[src/rtl/dtcm_arbiter_if.sv]
// Request/response bundle between the two DTCM requesters, the arbiter and the DTCM wrapper.
// slave: arbiter view; master: requester + memory side.
interface dtcm_arbiter_if;
    logic        c_req;
    logic [31:0] c_addr;
    logic [3:0]  c_wen;
    logic [31:0] c_wdata;
    logic        c_gnt;
    logic        c_rvalid;
    logic [31:0] c_rdata;

    logic        d_req;
    logic [31:0] d_addr;
    logic [3:0]  d_wen;
    logic [31:0] d_wdata;
    logic        d_gnt;
    logic        d_rvalid;
    logic [31:0] d_rdata;

    logic [31:0] m_addr;
    logic [3:0]  m_wen;
    logic [31:0] m_wdata;
    logic [31:0] m_rdata;

    modport slave (
        input  c_req, c_addr, c_wen, c_wdata,
        output c_gnt, c_rvalid, c_rdata,
        input  d_req, d_addr, d_wen, d_wdata,
        output d_gnt, d_rvalid, d_rdata,
        output m_addr, m_wen, m_wdata,
        input  m_rdata
    );

    modport master (
        output c_req, c_addr, c_wen, c_wdata,
        input  c_gnt, c_rvalid, c_rdata,
        output d_req, d_addr, d_wen, d_wdata,
        input  d_gnt, d_rvalid, d_rdata,
        input  m_addr, m_wen, m_wdata,
        output m_rdata
    );
endinterface

[src/rtl/dtcm_arbiter.sv]
// Two-port DTCM arbiter: fixed C priority, one access per cycle, one-cycle read return.
// Define DTCM_ARB_FAIR_EN to add the port D anti-starvation counter.
module dtcm_arbiter #(
    parameter int unsigned STARVE_LIMIT = 8,
    parameter int unsigned CNT_W        = 4
) (
    input  logic           clk,
    input  logic           reset,
    dtcm_arbiter_if.slave  bus
);

    typedef enum logic {
        PORT_C = 1'b0,
        PORT_D = 1'b1
    } port_e;

    if (CNT_W < 1 || STARVE_LIMIT < 1 || (STARVE_LIMIT >> CNT_W) != 0) begin : g_bad_cfg
        $error("CNT_W must hold STARVE_LIMIT and STARVE_LIMIT must be at least 1");
    end

    logic  force_d;
    logic  c_win;
    logic  d_win;
    logic  rsp_valid_d, rsp_valid_q;
    port_e rsp_port_d,  rsp_port_q;

`ifdef DTCM_ARB_FAIR_EN
    localparam logic [CNT_W-1:0] LIMIT = CNT_W'(STARVE_LIMIT);

    logic [CNT_W-1:0] wait_cnt_d, wait_cnt_q;

    assign force_d = bus.d_req && (wait_cnt_q == LIMIT);

    always_comb begin
        wait_cnt_d = wait_cnt_q;
        if (!bus.d_req || d_win) begin
            wait_cnt_d = '0;
        end else if (wait_cnt_q < LIMIT) begin
            wait_cnt_d = wait_cnt_q + 1'b1;
        end
    end

    always_ff @(posedge clk) begin
        if (reset) begin
            wait_cnt_q <= '0;
        end else begin
            wait_cnt_q <= wait_cnt_d;
        end
    end
`else
    assign force_d = 1'b0;
`endif

    // Grants are gated by reset so nothing reaches the DTCM while reset is held.
    assign c_win = !reset && bus.c_req && !force_d;
    assign d_win = !reset && bus.d_req && (!bus.c_req || force_d);

    assign bus.c_gnt = c_win;
    assign bus.d_gnt = d_win;

    always_comb begin
        bus.m_addr  = '0;
        bus.m_wen   = '0;
        bus.m_wdata = '0;
        if (c_win) begin
            bus.m_addr  = bus.c_addr;
            bus.m_wen   = bus.c_wen;
            bus.m_wdata = bus.c_wdata;
        end else if (d_win) begin
            bus.m_addr  = bus.d_addr;
            bus.m_wen   = bus.d_wen;
            bus.m_wdata = bus.d_wdata;
        end
    end

    always_comb begin
        rsp_valid_d = (c_win && bus.c_wen == '0) || (d_win && bus.d_wen == '0);
        rsp_port_d  = d_win ? PORT_D : PORT_C;
    end

    always_ff @(posedge clk) begin
        if (reset) begin
            rsp_valid_q <= 1'b0;
            rsp_port_q  <= PORT_C;
        end else begin
            rsp_valid_q <= rsp_valid_d;
            rsp_port_q  <= rsp_port_d;
        end
    end

    // A read granted just before reset rises must not produce a response.
    assign bus.c_rvalid = rsp_valid_q && !reset && (rsp_port_q == PORT_C);
    assign bus.d_rvalid = rsp_valid_q && !reset && (rsp_port_q == PORT_D);

    assign bus.c_rdata = bus.m_rdata;
    assign bus.d_rdata = bus.m_rdata;

endmodule

[src/flat_wrapper.sv]
// flat-port wrapper written by rule: the top's interface ports become plain ports
module dtcm_arbiter_flat 
#(
    parameter int unsigned STARVE_LIMIT = 8,
    parameter int unsigned CNT_W        = 4
)
  (clk, reset, bus_c_req, bus_c_addr, bus_c_wen, bus_c_wdata, bus_c_gnt, bus_c_rvalid, bus_c_rdata, bus_d_req, bus_d_addr, bus_d_wen, bus_d_wdata, bus_d_gnt, bus_d_rvalid, bus_d_rdata, bus_m_addr, bus_m_wen, bus_m_wdata, bus_m_rdata);
  dtcm_arbiter_if bus_i ();
  input  logic clk;
  input  logic reset;
  input wire logic [$bits(bus_i.c_req)-1:0] bus_c_req;
  input wire logic [$bits(bus_i.c_addr)-1:0] bus_c_addr;
  input wire logic [$bits(bus_i.c_wen)-1:0] bus_c_wen;
  input wire logic [$bits(bus_i.c_wdata)-1:0] bus_c_wdata;
  output wire logic [$bits(bus_i.c_gnt)-1:0] bus_c_gnt;
  output wire logic [$bits(bus_i.c_rvalid)-1:0] bus_c_rvalid;
  output wire logic [$bits(bus_i.c_rdata)-1:0] bus_c_rdata;
  input wire logic [$bits(bus_i.d_req)-1:0] bus_d_req;
  input wire logic [$bits(bus_i.d_addr)-1:0] bus_d_addr;
  input wire logic [$bits(bus_i.d_wen)-1:0] bus_d_wen;
  input wire logic [$bits(bus_i.d_wdata)-1:0] bus_d_wdata;
  output wire logic [$bits(bus_i.d_gnt)-1:0] bus_d_gnt;
  output wire logic [$bits(bus_i.d_rvalid)-1:0] bus_d_rvalid;
  output wire logic [$bits(bus_i.d_rdata)-1:0] bus_d_rdata;
  output wire logic [$bits(bus_i.m_addr)-1:0] bus_m_addr;
  output wire logic [$bits(bus_i.m_wen)-1:0] bus_m_wen;
  output wire logic [$bits(bus_i.m_wdata)-1:0] bus_m_wdata;
  input wire logic [$bits(bus_i.m_rdata)-1:0] bus_m_rdata;
  assign bus_i.c_req = bus_c_req;
  assign bus_i.c_addr = bus_c_addr;
  assign bus_i.c_wen = bus_c_wen;
  assign bus_i.c_wdata = bus_c_wdata;
  assign bus_c_gnt = bus_i.c_gnt;
  assign bus_c_rvalid = bus_i.c_rvalid;
  assign bus_c_rdata = bus_i.c_rdata;
  assign bus_i.d_req = bus_d_req;
  assign bus_i.d_addr = bus_d_addr;
  assign bus_i.d_wen = bus_d_wen;
  assign bus_i.d_wdata = bus_d_wdata;
  assign bus_d_gnt = bus_i.d_gnt;
  assign bus_d_rvalid = bus_i.d_rvalid;
  assign bus_d_rdata = bus_i.d_rdata;
  assign bus_m_addr = bus_i.m_addr;
  assign bus_m_wen = bus_i.m_wen;
  assign bus_m_wdata = bus_i.m_wdata;
  assign bus_i.m_rdata = bus_m_rdata;
  dtcm_arbiter #(.STARVE_LIMIT(STARVE_LIMIT), .CNT_W(CNT_W)) u_core (.clk(clk), .reset(reset), .bus(bus_i));
endmodule
[config.mk]
export PLATFORM = sky130hd
export DESIGN_NAME = dtcm_arbiter_flat
export DESIGN_NICKNAME = d
export VERILOG_FILES = /design/src/rtl/dtcm_arbiter_if.sv /design/src/rtl/dtcm_arbiter.sv /design/src/flat_wrapper.sv
export SDC_FILE = /design/constraint.sdc
export NUM_CORES = 1
export LEC_CHECK = 0
export ABC_AREA = 1
export CORE_AREA = 2 2 121 123
export CTS_BUF_LIST = sky130_fd_sc_hd__clkbuf_16
export CTS_CLUSTER_SIZE = 8
export DETAILED_ROUTE_END_ITERATION = 8
export DIE_AREA = 0 0 123 125
export SETUP_SLACK_MARGIN = 0.3
export SYNTH_ARGS = -nofsm -noshare
export SYNTH_HDL_FRONTEND = slang
export SYNTH_SLANG_ARGS = --single-unit
[constraint.sdc]
create_clock -name clk -period 1.1 [get_ports clk]
set_clock_uncertainty 0.1 [all_clocks]
set_input_delay 0.165 -clock clk [delete_from_list [all_inputs] [get_ports clk]]
set_output_delay 0.165 -clock clk [all_outputs]
set_load 0.05 [all_outputs]
Yosys cells after proc, flatten, opt, wreduce, memory -nomap -nowiden
Cells that the tools add are included.
{"block": "totals", "reg_bits": 2, "input_bits": 172}
{"block": "classes", "mux": 7, "bitwise_logic": 1, "reduce_logical": 13}
{"cell": "32-bit 2-to-1 mux", "n": 4}
{"cell": "1-bit logical AND", "n": 8}
{"cell": "4-bit zero test", "n": 2}
{"cell": "4-bit 2-to-1 mux", "n": 2}
{"cell": "1-bit zero test", "n": 2}
{"cell": "1-bit logical OR", "n": 1}
{"cell": "1-bit 2-to-1 mux", "n": 1}
{"cell": "1-bit NOT", "n": 1}

Depth between registers and ports, before layout
Gate-level depths: netlist of the first run.
{"block": "logic_depth", "ltp_word": 5, "mapped_depth": 7, "mapped_depth_nobuf": 5}

Least setup slack after synthesis of the first run
OpenSTA, ideal clock, no wires.
{"block": "synth_path", "path_kind": "register to output", "startpoint": "register u_core.rsp_valid_q", "endpoint": "output port bus_d_rvalid", "arrival_ns": 1.476, "required_time_ns": 0.835, "setup_slack_ns": -0.641, "path_stages_with_launch": 3, "n_path_buf": 0, "path_cell_list": "dfxtp_1 -> inv_1 -> nor3b_1"}
{"block": "synth_between", "elab_chain_cells": 2}
{"item": "from (decl)", "line": "dtcm_arbiter.sv:24", "source": "logic rsp_valid_d, rsp_valid_q;"}
{"item": "from (signal assigned)", "line": "dtcm_arbiter.sv:86", "source": "rsp_valid_q <= rsp_valid_d;"}
{"item": "1-bit logical AND (2 in a row)", "line": "dtcm_arbiter.sv:93", "source": "assign bus.d_rvalid = rsp_valid_q && !reset && (rsp_port_q == PORT_D);"}
{"item": "to (decl)", "line": "flat_wrapper.sv:23", "source": "output wire logic [$bits(bus_i.d_rvalid)-1:0] bus_d_rvalid;"}
Every way passes these cells.

Final worst setup path of the first run
{"block": "layout_path", "startpoint": "input port reset", "endpoint": "output port bus_m_wdata[6]"}
{"block": "layout_between", "elab_chain_cells": 5}
{"item": "from (decl)", "line": "flat_wrapper.sv:10", "source": "input logic reset;"}
{"item": "1-bit zero test *", "line": "dtcm_arbiter.sv:55, dtcm_arbiter.sv:56"}
{"item": "1-bit logical AND (2 in a row)", "line": "dtcm_arbiter.sv:56", "source": "assign d_win = !reset && bus.d_req && (!bus.c_req || force_d);"}
{"item": "32-bit 2-to-1 mux", "line": "dtcm_arbiter.sv:69", "source": "end else if (d_win) begin"}
{"item": "32-bit 2-to-1 mux *", "line": "dtcm_arbiter.sv:65", "source": "if (c_win) begin"}
{"item": "to (decl)", "line": "flat_wrapper.sv:27", "source": "output wire logic [$bits(bus_i.m_wdata)-1:0] bus_m_wdata;"}
Mark *: on every way between the ends. The rest lies on a longest branch, timed or not.

==> results.md, run 1 <==
- After synthesis the netlist holds a flip-flop and latch count of 2.
- The main flop type after synthesis is sky130_fd_sc_hd__dfxtp_1.
- The internal power is 2.05 mW.
- Yosys mapped the design onto 16 distinct sky130hd cell types.
- The run finished, with violations left.
- After detailed routing, the number of remaining DRC violations is 0.
- The H-tree level count is 1.
- The critical path data arrival time is 1.22 ns.
- The pre-antenna-repair detailed-routing pass consisted of 4 iterations.
- After filler insertion, the fill cell instance count of the layout stands at 1327.
- For this design the static power due to leakage is 2.96 nW.
- Pin placement for this block handled 308 I/O pins.
- The mean cell area of the mapped netlist is 4.83 um^2.
- The type of element capturing the critical path is an output port.
- The tree is rooted in a sky130_fd_sc_hd__clkbuf_16.
- The detailed-route via count is 2518.
- The worst setup path is launched from an input pin.
- The synthesized netlist devotes 0% of its cell area to adder and majority cells.
- The final antenna diode count is 0.
- The number of placed instances, taps included, is 628.
- For this configuration, the core starts out at a cell density of 10.2%.
- The count of yosys warnings during synthesis is 0.
- The count of non-filler cells in the finished layout is 667.
- After Yosys synthesis, XOR and XNOR cells account for 0% of the synthesized area.
- The fraction of registers with async set/reset is 0%.
- Yosys mapped a number of flops with a built-in enable equal to 0.
- The sequential cell area in the final layout is 42.5 um^2.
- The worst-case setup margin in the final layout is -0.386 ns.
- The share of layout cells above drive strength 1 is 62.7%.
- Data on the critical path is required at its endpoint by 0.83 ns.
- The total chip power is 3.49 mW.
- The via count normalized by instance count is 3.78.
- For the pin with the worst max-slew slack, the measured transition is 0.246 ns.
- The netlist area before placement is 0.00145 mm^2.
- By area the synthesized netlist is led by sky130_fd_sc_hd__nand2_1 (53%), sky130_fd_sc_hd__buf_4 (33%), sky130_fd_sc_hd__buf_2 (3.8%), sky130_fd_sc_hd__dfxtp_1 (2.8%), sky130_fd_sc_hd__buf_6 (1.6%).
- The synthesized netlist devotes 57.0% of its cell area to simple gates.
- The number of clock buffers inserted by TritonCTS is 3.
- The DRC violation total after the first TritonRoute iteration is 57.
- The final-report hold violation count is 0.
- Summing the areas of all compound-gate instances in the mapped netlist gives 0.346% of the synthesized area.
- The highest-delay cell along the critical path is sky130_fd_sc_hd__buf_16.
- The multi-input combinational cell area is 0.00219 mm^2.
- The longest clock path from root to sink contains 2 buffers.
- When the netlist entered floorplanning its net count stood at 472.
- Across the VDD grid, the largest voltage drop is 0.414 mV.
- The final number of setup-violating endpoints is 72.
- The area growth from synthesis to layout is 338%.
- For this run, the total global-route usage over all layers was measured as 13.4%.
- The category of the critical setup timing path is in -> out.
- In this run the horizontal extent of the chip is 123 um.
- Final hold analysis gives a worst-case slack of 0.230 ns.
- The top cell type's share of synthesized area is 53.2%.
- The reported max-cap violation count is 0.
- Of the total power, the share spent switching nets is 41.3%.
- The global-route wire length before repair is 15800 um.
- The maximum fanout encountered on the critical timing path is 8.
- After layout, the worst path uses 135% of the clock period.
- The number of clock sinks seen by CTS is 2.
- The final reports fail on setup timing.
- Traced cell by cell, the critical path runs through buf_8 > buf_6 > nor2_4 > buf_6 > buf_12 > buf_16 > nand2_4 > nand2_4 > buf_12.
- For met3 alone, demand over resource in global routing was 2.74%.
- The busiest layer in global routing is met2.
- On the worst path, the slowest cell contributes a delay of 0.17 ns.
- The worst hold path belongs to the class in -> out.
- The portion of synthesized area spent on multiplexers is 0%.
- The worst relative slew slack is 83.6%.
- After synthesis, the largest family of logic cells by area is simple AND/OR/NAND/NOR gates.
- The count of buffer and inverter cells on the critical path is 6.
- The met1 track demand over resource in global routing is 15.5%.
- Buffers placed on the I/O ports in this run total 211.
- The overall die area is 0.0154 mm^2.
- The detailed-placement wirelength estimate is 6790 um.
- For this block, the routed nets add up to 11200 um of wire.
- sky130_fd_sc_hd__nand2_1 is the most common cell in the netlist.
- Row generation in the floorplan step produced 44 rows.
- The final-report max-slew violation count was 0.
- In this run the vertical extent of the chip is 125 um.
- The average routed wire per standard cell is 16.7 um.
- The pin count of the biggest net entering global routing is 18.
- After technology mapping, the gate count stands at 300.
- The clock tree from TritonCTS is built.
- The number of global-route vias before repair came to 2878.
- The share of total power dissipated in combinational logic is 82.1%.
- Setup repair after global routing could not meet its margin everywhere.
- The share of total power in the clock network is 15.7%.
- On the critical path the largest part of the delay comes from buffers and inverters.
- The final weighted congestion in routability-driven placement is 0.696.
- The initial antenna violation count was 0.
- The sequential area share after synthesis is 2.77%.
- By count the netlist is led by sky130_fd_sc_hd__nand2_1 (205), sky130_fd_sc_hd__buf_4 (64), sky130_fd_sc_hd__buf_2 (11).
- The net count of the finished layout is 657.
- The highest clock frequency the design can meet is 673 MHz.
- Sequential cells burn 2.2% of the power.
- The met2 routing resource usage after global routing is 24.5%.
- The region available for standard cell placement spans 0.0142 mm^2.
- Counting I/O delays and the setup requirement, the final critical path takes 1.49 ns.
- Global routing finished with a remaining overflow of 0.
- The power density normalized to cell area is 552 mW/mm^2.
- The count of nets left with antenna violations once routing finished came out at 0.
- Summed over all instances, the cell type with the most area after synthesis is sky130_fd_sc_hd__nand2_1.
- The net switching power is 1.44 mW.
[worst paths after layout]
kind,cells after the start,end,from
hold / removal,0,bus_c_rdata[12],bus_m_rdata[12]
setup / recovery,9,bus_m_wdata[6],reset
[power groups by stage]
stage | sequential [mW] | clock (mW) | combinational [mW]
floorplan | 0.0776 | 0 | 1.59
global placement | 0.0776 | 0 | 2.26
detailed placement | 0.0778 | 0 | 2.27
CTS | 0.0775 | 0.560 | 2.77
global route | 0.0777 | 0.571 | 2.97
finish | 0.0774 | 0.549 | 2.87
[state kept, by name, summed over array words and instances, names as in the netlist]
| signal | flops |
|---|---|
| u_core.rsp_port_q | 1 |
| u_core.rsp_valid_q | 1 |
[cells by family after synthesis]
family,after synthesis
simple gates,215
buf+inv,82
flops,2
compound gates,1
[timing repair]
action,CTS,global route
endpoints found under the setup margin,74,73
resized for setup,188,46
setup buffers,15,2
gates cloned,16,3
pin swaps,22,30
hold buffers,0,0
[layer usage]
layer	part of all wire, %	vias to the layer above	wire length [um]
met1	37	1150	4080
met2	53	130	5920
li1	-	1203	-
met5	0	-	0
met3	7.8	35	876
met4	2.5	0	277
[placed cells by master (no fill, tap or decap), drive strengths merged]
| cell type | synthesis | routed |
|---|---|---|
| clkbuf | 0 | 6 |
| nand2 | 206 | 206 |
| clkdlybuf4s50 | 0 | 135 |
| buf | 78 | 119 |
| inv | 4 | 4 |
| nand3 | 1 | 1 |
| nor3 | 1 | 1 |
| dlymetal6s2s | 0 | 1 |
| o21ai | 1 | 1 |
| dfxtp | 2 | 2 |
| nor2 | 6 | 6 |
| nor3b | 1 | 1 |
[through the flow]
stage,worst slack (ns),utilization (%),TNS (ns),cell area [um^2]
global placement,-0.716,33.4,-49.21,4740
detailed placement,-0.739,33.4,-49.62,4740
floorplan,-0.0315,-,-0.442,2140
CTS,-0.365,42.4,-22.89,6020
global route,-0.424,44.6,-26.75,6330
finish,-0.386,44.6,-24.02,6330
[final cells by class]
class,instances,share of cell area [%]
timing repair buffer,258,59.6
multi-input combinational,216,34.6
tap,184,3.63
clock buffer,3,1.19
sequential,2,0.672
inverter,4,0.316
Note: power is estimated with default switching activity, not from simulation.
==> inputs of run 2 (changes only) <==
SKIP_CTS_REPAIR_TIMING = 1   (was default)
==> results.md, run 2 (same netlist as run 1, synthesis figures left out) <==
- For this run, the top clock speed supported by timing is 706 MHz.
- In this run the cell area measured after placement is 0.00474 mm^2.
- Final hold analysis gives a worst-case slack of 0.230 ns.
- The average routed wire per standard cell is 16.6 um.
- The first detailed-routing pass took 4 iterations.
- The count of non-filler cells in the finished layout is 655.
- The worst path in the final design needs a cycle of 1.42 ns, including I/O delays and setup.
- The count of unresolved DRC violations after routing is 0.
- Pin placement for this block handled 308 I/O pins.
- The number of placement rows is 44.
- Max-cap violations in this run came to 0.
- The number of placed instances, taps included, is 628.
- The total grt overflow is 0.
- Leaving out fill and tap cells, the most frequent cells in the layout are sky130_fd_sc_hd__clkdlybuf4s50_1 (133), sky130_fd_sc_hd__nand2_4 (123), sky130_fd_sc_hd__buf_12 (80), sky130_fd_sc_hd__nand2_2 (41), sky130_fd_sc_hd__nand2_1 (33).
- In this run the worst path has a maximum fanout of 8.
- The kind of cell adding the most delay to the critical path is buffers and inverters.
- The detailed-placement wirelength estimate is 6790 um.
- Per report_power, the sequential group accounts for 2.3% of the total.
- The highest-delay cell along the critical path is sky130_fd_sc_hd__clkbuf_16.
- Entering global routing, the biggest net connects 41 pins.
- Counting the buffers created by CTS gives 3.
- The final number of setup-violating endpoints is 72.
- The pin slew with the least headroom to its limit is 0.217 ns.
- The final antenna diode count is 0.
- The number of global-route vias before repair is 2484.
- The die is 123 um wide.
- The share of total power in the clock network is 16.6%.
- The sum of negative setup slack is -19.84 ns.
- The final weighted congestion in routability-driven placement is 0.696.
- The final-report max-slew violation count came to 0.
- After floorplanning, the core was sized to cover 0.0142 mm^2.
- In this run the worst setup path begins at reset.
- The type of the worst min-delay path is in -> out.
- The net count of the finished layout is 645.
- The initial antenna violation count is 0.
- The post-detailed-routing wire length is 10900 um.
- The required time at the worst-slack endpoint is 0.83 ns.
- Once layout is complete, the utilization of the core stands at 41.4%.
- The final route contains 2442 vias.
- Cells with a size suffix above 1 make up 62.4% of the layout.
- The net switching power is 1.37 mW.
- The finished cells cover 0.00588 mm^2.
- The clock tree from TritonCTS is built.
- The worst-case setup margin in the final layout is -0.315 ns.
- The power share of the combinational group is 81.1%.
- The post-route fraction of the period consumed by the critical path is 129%.
- The delay contributed by the slowest stage of the critical path is 0.19 ns.
- Net switching is 41.5% of the power.
- The worst setup path is captured at an output port.
- The final-report hold violation count is 0.
- The worst-case vdd ir drop is 0.398 mV.
- The most common library cell in the layout ignoring fill and taps is sky130_fd_sc_hd__clkdlybuf4s50_1.
- The internal power of the cells totals 1.93 mW.
- At the placement stage, the worst setup path has a slack of -0.739 ns.
- Compared with the post-synthesis result, the final layout area differs by 306%.
- The source of the worst hold timing path is bus_m_rdata[26].
- The largest registers in the layout are u_core.rsp_port_q (1), u_core.rsp_valid_q (1).
- For this design, the sink count on the clock tree is 2.
- The flow ran to the end, but the final reports show violations.
- Input and output buffers added on the ports amount to 211.
- The floorplan step defined a die boundary enclosing 0.0154 mm^2.
- The via count normalized by instance count is 3.73.
- Total power for the finished layout comes to 3.30 mW.
- In this run the static leakage power is 2.69 nW.
- The starting density of the core is 10.2%.
- The longest clock path from root to sink contains 2 buffers.
- The startpoint type of the worst setup path is an input pin.
- The worst relative slew slack is 85.5%.
- The total routing resource utilization after global routing is 9.58%.
- The first global-routing pass estimated 12000 um of wire.
- The DRC violation total after the first TritonRoute iteration is 37.
- The CTS root buffer is sky130_fd_sc_hd__clkbuf_16.
- The H-tree level count is 1.
- The final reports fail on setup timing.
- The category of the critical setup timing path is in -> out.
- Setup repair after global routing could not meet its margin everywhere.
- The die height is 125 um.
- The power density normalized to cell area is 561 mW/mm^2.
- In this run the remaining antenna-violating nets after routing total 0.
- The critical path data arrival time is 1.15 ns.
- Counting both buffers and inverters, the worst setup path holds a total of 5.
- Traced cell by cell, the critical path runs through buf_8 > buf_6 > nor2_4 > buf_12 > clkbuf_16 > nand2_4 > nand2_4 > buf_12.
[run 2: cell count changes in the layout (fill, tap and decap cells not counted), sizes merged]
cell	delta
buf	-21
clkbuf	+7
dlymetal6s2s	+3
clkdlybuf4s50	-2
clkinv	+2
inv	-1
[run 2: area by class of cell]
type	instances	area [um^2]
Sequential cell	2	42.5
Timing Repair Buffer	245	3460
Inverter	4	27.5
Timing Repair inverter	1	16.3
Clock buffer	3	75.1
Tap cell	184	230
Multi-Input combinational cell	216	2030
Fill cell	1376	8330
[run 2: routing by layer]
metal | up-vias | part of all wire [%] | global-route usage, %
li1 | 1172 | - | -
met4 | 0 | 2.5 | 4.08
met3 | 35 | 7.8 | 2.65
met2 | 131 | 52 | 17.5
met5 | - | 0 | 0
met1 | 1104 | 38 | 10.1
[run 2: path summary, 6_finish.rpt]
kind	endpoint	slack [ns]	depth (start not counted)
min	bus_d_rdata[26]	0.23	0
max	bus_m_addr[20]	-0.32	8
[run 2: power groups by stage]
| stage | logic [mW] | clock network (mW) | registers [mW] |
|---|---|---|---|
| after global placement | 2.26 | 0 | 0.0776 |
| final | 2.67 | 0.548 | 0.0773 |
| after global routing | 2.78 | 0.571 | 0.0775 |
| after CTS | 2.28 | 0.560 | 0.0770 |
| after detailed placement | 2.27 | 0 | 0.0778 |
| after floorplan | 1.59 | 0 | 0.0776 |
==> inputs of run 3 (changes only) <==
clock period = 1.4 ns   (was 1.1 ns; I/O delays follow)
==> results.md, run 3 (same netlist as run 1, synthesis figures left out) <==
- The run finished, with violations left.
- The final reports fail on setup timing.
- The net count of the finished layout is 635.
- For this design, the sink count on the clock tree is 2.
- The count of unresolved DRC violations after routing is 0.
- The completed layout was analyzed and its total power is 2.49 mW.
- The type of the worst min-delay path is in -> out.
- The top cell types in the final layout, fill and taps aside, are sky130_fd_sc_hd__clkdlybuf4s50_1 (136), sky130_fd_sc_hd__nand2_4 (120), sky130_fd_sc_hd__buf_12 (80), sky130_fd_sc_hd__nand2_1 (45), sky130_fd_sc_hd__nand2_2 (38).
- Combinational logic burns 80.3% of the power.
- The number of global-route vias before repair is 2447.
- Measured along the x axis, the die boundary spans 123 um.
- The number of placement rows is 44.
- The first TritonRoute pass finished after 4 iterations.
- Setup violations remaining at the end of the flow were counted as 48.
- The routed layout has 2444 vias.
- The total grt overflow is 0.
- In this run the power spent charging and discharging nets is 1.03 mW.
- The layout overhead on the synthesized area is 286%.
- The startpoint type of the worst setup path is an input pin.
- The largest registers in the layout are u_core.rsp_port_q (1), u_core.rsp_valid_q (1).
- The final-report max-slew violation count is 0.
- The internal portion of the total power is 1.47 mW.
- The pin count of the biggest net entering global routing is 30.
- The congestion estimate from routability-driven global placement came to 0.688.
- Leaving out fill and tap cells, the most frequent cell in the layout is sky130_fd_sc_hd__clkdlybuf4s50_1.
- Summing all placed instances gives a cell area of 0.00470 mm^2.
- Sequential cells burn 2.4% of the power.
- In this run the number of H-tree levels came out at 1.
- The number of port buffers is 211.
- The initial utilization of the core area, before any placement, comes to 10.2%.
- Summed over all cells, the static leakage comes to 2.55 nW.
- Counting I/O delays and the setup requirement, the final critical path takes 1.46 ns.
- Global routing consumed, over all layers together, 9.78% of the routing resources.
- At the pin with the least slew margin, the transition time is 0.218 ns.
- Dividing total power by cell area gives a power density of 446 mW/mm^2.
- STA classifies the critical path endpoint as an output port.
- The critical path data arrival time is 1.15 ns.
- The maximum fanout encountered on the critical timing path is 8.
- Dividing the final minimum period by the clock period gives 104%.
- After detailed routing, the average wire length per cell comes to 15.6 um.
- The count of nets left with antenna violations once routing finished came out at 0.
- The first routing iteration left 28 violations.
- The smallest hold slack is 0.320 ns.
- The final antenna diode count is 0.
- In this run, the clock network consumes 17.2% of the power.
- Using the TritonRoute via totals, the vias-per-cell ratio works out to 3.79.
- Summing all multi-input logic gate instances after layout gives 0.00190 mm^2.
- The overall die area is 0.0154 mm^2.
- The net switching share of the total power is 41.1%.
- The filler cell count in the final layout is 1408.
- IR analysis of the VDD net gives a maximum drop of 0.251 mV.
- The area of the core is 0.0142 mm^2.
- The category of the critical setup timing path is in -> out.
- Of the cells placed in the final design, the portion with a size suffix greater than 1 is 59.2%.
- The sequential cell area in the final layout is 42.5 um^2.
- The final-report hold violation count came to 0.
- Pin placement for this block handled 308 I/O pins.
- The post-detailed-routing wire length is 10100 um.
- The sum of negative setup slack is -1.31 ns.
- The clock tree buffer depth is 2.
- Counting the buffers created by CTS gives 3.
- Summing all non-filler instances in the final layout gives an area of 0.00559 mm^2.
- TritonCTS built the clock tree.
- Setup repair after global routing could not meet its margin everywhere.
- Timing would allow up to 685 MHz.
- The worst-case setup margin in the final layout is -0.0601 ns.
- The worst pin sits at a relative slew slack of 85.4%.
- The initial antenna violation count is 0.
- The detailed-placement wirelength estimate is 7110 um.
- OpenSTA, run right after detailed placement, puts the worst setup slack at -0.543 ns.
- The tool flagged a number of max-cap violations equal to 0.
- The die height is 125 um.
- For the worst setup path, the data required time is 1.09 ns.
- The cell sitting at the root of the clock tree is a sky130_fd_sc_hd__clkbuf_16.
- The global-route wire length before repair is 11900 um.
run 3: cell count changes in the layout (fill, tap and decap cells not counted), sizes merged:
cell           before  now
clkdlybuf4s50     133  136
buf                98   89
inv                 3    4
dlymetal6s2s        4    0
clkinv              2    1
run 3: critical path, stage by stage:
cell	delay [ns]
sky130_fd_sc_hd__buf_8	0.09
sky130_fd_sc_hd__inv_4	0.03
sky130_fd_sc_hd__nor2_4	0.16
sky130_fd_sc_hd__buf_12	0.18
sky130_fd_sc_hd__clkbuf_16	0.17
sky130_fd_sc_hd__nand2_1	0.08
sky130_fd_sc_hd__nand2_4	0.08
sky130_fd_sc_hd__buf_12	0.13
run 3: worst paths after layout:
check            start               to  slack (ns)  cells after the start
max          bus_c_req  bus_m_wdata[30]       -0.06                      8
min    bus_m_rdata[26]  bus_d_rdata[26]        0.32                      0
run 3: stage by stage:
stage | util, % | cells
3_5_place_dp | 33.1 | 626
2_1_floorplan | - | 300
5_1_grt | 39.4 | 645
6_report | 39.4 | 645
4_1_cts | 33.6 | 629
3_3_place_gp | 33.1 | 626
run 3: power by group through the flow:
stage / combinational, mW / sequential [mW] / clock (mW)
2_1_floorplan: 1.23 / 0.0609 / 0
3_5_place_dp: 1.77 / 0.0612 / 0
3_3_place_gp: 1.76 / 0.0610 / 0
5_1_grt: 2.08 / 0.0612 / 0.444
4_1_cts: 1.78 / 0.0605 / 0.436
6_report: 2.00 / 0.0610 / 0.430
run 3: final cells by class:
cell class,count,share of cell area (%)
Sequential cell,2,0.761
Tap cell,184,4.12
Timing Repair Buffer,235,59.0
Inverter,4,0.582
Clock buffer,3,1.34
Timing Repair inverter,1,0.201
Multi-Input combinational cell,216,34.0
run 3: routing by layer:
layer	up-vias	part of all wire, %	global-route usage, %
met5	-	0	0
met4	0	3.8	3.94
met3	40	9.7	3.10
met2	151	54	20.1
met1	1099	33	8.30
li1	1154	-	-
==> edit (settings of run 1) <==
The option `DTCM_ARB_FAIR_EN` is turned on by a define.
--- a/src/rtl/dtcm_arbiter.sv
+++ b/src/rtl/dtcm_arbiter.sv
@@ -1,4 +1,6 @@
 // Two-port DTCM arbiter: fixed C priority, one access per cycle, one-cycle read return.
 // Define DTCM_ARB_FAIR_EN to add the port D anti-starvation counter.
+`define DTCM_ARB_FAIR_EN
+
 module dtcm_arbiter #(
     parameter int unsigned STARVE_LIMIT = 8,
Formal check against the unedited RTL: not equivalent (Yosys sat finds a counterexample within 10 cycles, from zero or initial values and one cycle with reset high).
==> edit against run 1 <==
Worst hold slack is the same; clock power grew 7.1%; total power grew 0.76%; wire length grew 11%; largest cell class unchanged; sequential cell count grew 4; setup slack lost 0.43 ns; global-route usage grew 0.62 points; the run still ends with setup timing left; synthesized area grew 33%; combinational power shrank 6%; maximum frequency shrank 23%; cell area grew 2.0%; non-clock buffer count shrank 1; critical path depth grew 2.
==> edit: results (changes against run 1) <==
- Slew @ Worst Pin: 0.262 ns (+0.0161 ns)
- Commonest cells post-synth: nand3_1 (139), nand2_1 (74), buf_4 (65), buf_2 (24), inv_1 (10)
- Final Wtd Congestion: 0.775 (+11%)
- Placed cell areas: 5390 sq um (+14%)
- Total negative slack: -58.59 ns (-34.57 ns)
- Dpl ws: -0.873 ns (-0.134 ns)
- Asr flop ratio synth: 0% (unchanged)
- Met1 Use GR: 14.6% (-0.93 points)
- Design area: 6460 sq um (+2.0%)
- Synth Area in Adders: 1.30% (+1.3 points)
- Fillers: 1281 (-3.5%)
- Failing checks: setup timing
- Critical Path Sink: bus_m_wdata[31]
- Resize count post-CTS: 49 (-74%)
- Final setup violation count: 78 (+8.3%)
- Routed wl met2: 6600 um (+11%)
- Status: finished, violations left
- Ratio of cells with drive above 1 in the final layout: 58.5% (-4.3 points)
- Max stage delay on crit path: 0.31 ns (+0.14 ns)
- Synth area leaders: nand3_1 (36%), buf_4 (25%), nand2_1 (14%)
- Met3 routed WL: 1320 um (+51%)
- Share of total power in combinational logic: 76.8% (-5.3 points)
- Comb pwr: 2.70 mW (-6%)
- First-pass GRT wire length: 17100 um (+8.0%)
- Clock network fraction of design power: 16.7% (+1.0 points)
- XOR/XNOR Fraction of Synth Area: 0.912% (+0.91 points)
- Met2 global-route usage: 26.8% (+2.2 points)
- Vias in the first global route: 3174 (+10%)
- Top Registers: u_core.wait_cnt_q (4), u_core.rsp_port_q (1), u_core.rsp_valid_q (1)
- HPWL after DPL: 7710 um (+14%)
- Arrival @ worst endpoint: 1.65 ns (+0.43 ns)
- Vias per cell: 4.37 (+16%)
- Synth Area in Compound Gates: 0.782% (+0.44 points)
- Wirelength per Cell: 17.7 um (+6.0%)
- Worst setup path startpoint: u_core.wait_cnt_q[1]$_SDFFE_PP0N_
- Synth area leader: nand3_1
- Grt met3 use: 4.33% (+1.6 points)
- Max IR drop VDD: 0.393 mV (-5.2%)
- Synth unique cells: 20 (+4)
- Post-synthesis mux area share: 0.521% (+0.52 points)
- CP delay by family, top: buffers and inverters
- Synth Net Count: 520 (+10%)
- Syn Inst Count: 346 (+15%)
- Drt initial violations: 99 (+74%)
- Register area share after synthesis: 6.25% (+3.5 points)
- Dpl cells: 669 (+6.5%)
- Worst setup margin: -0.819 ns (-0.433 ns)
edit: cell count changes in the layout (fill, tap and decap cells not counted), moves of 4 or more:
cell and delta:
nand2_4 -79, nand3_2 +69, nand3_1 +52, nand2_1 -35, nand3_4 +17, buf_16 -10
nand2_8 -9, nand2_2 -8, buf_4 +6, bufbuf_16 +4, inv_1 +4
edit: how the worst min path moves through the flow:
stage	cells past startpoint	end	start
2_1_floorplan	1	u_core.rsp_port_q$_SDFF_PP0_	bus_c_req
3_3_place_gp	0	bus_c_rdata[1]	bus_m_rdata[1]
3_5_place_dp	0	bus_c_rdata[1]	bus_m_rdata[1]
4_1_cts	0	bus_c_rdata[1]	bus_m_rdata[1]
5_1_grt	0	bus_d_rdata[6]	bus_m_rdata[6]
6_report	0	bus_c_rdata[14]	bus_m_rdata[14]
edit: area by class of cell:
cell class,count,area share (%)
Timing Repair Buffer,257,56.8
Multi-Input combinational cell,236,35.8
Tap cell,184,3.56
Sequential cell,6,1.94
Clock buffer,3,1.16
Inverter,11,0.697
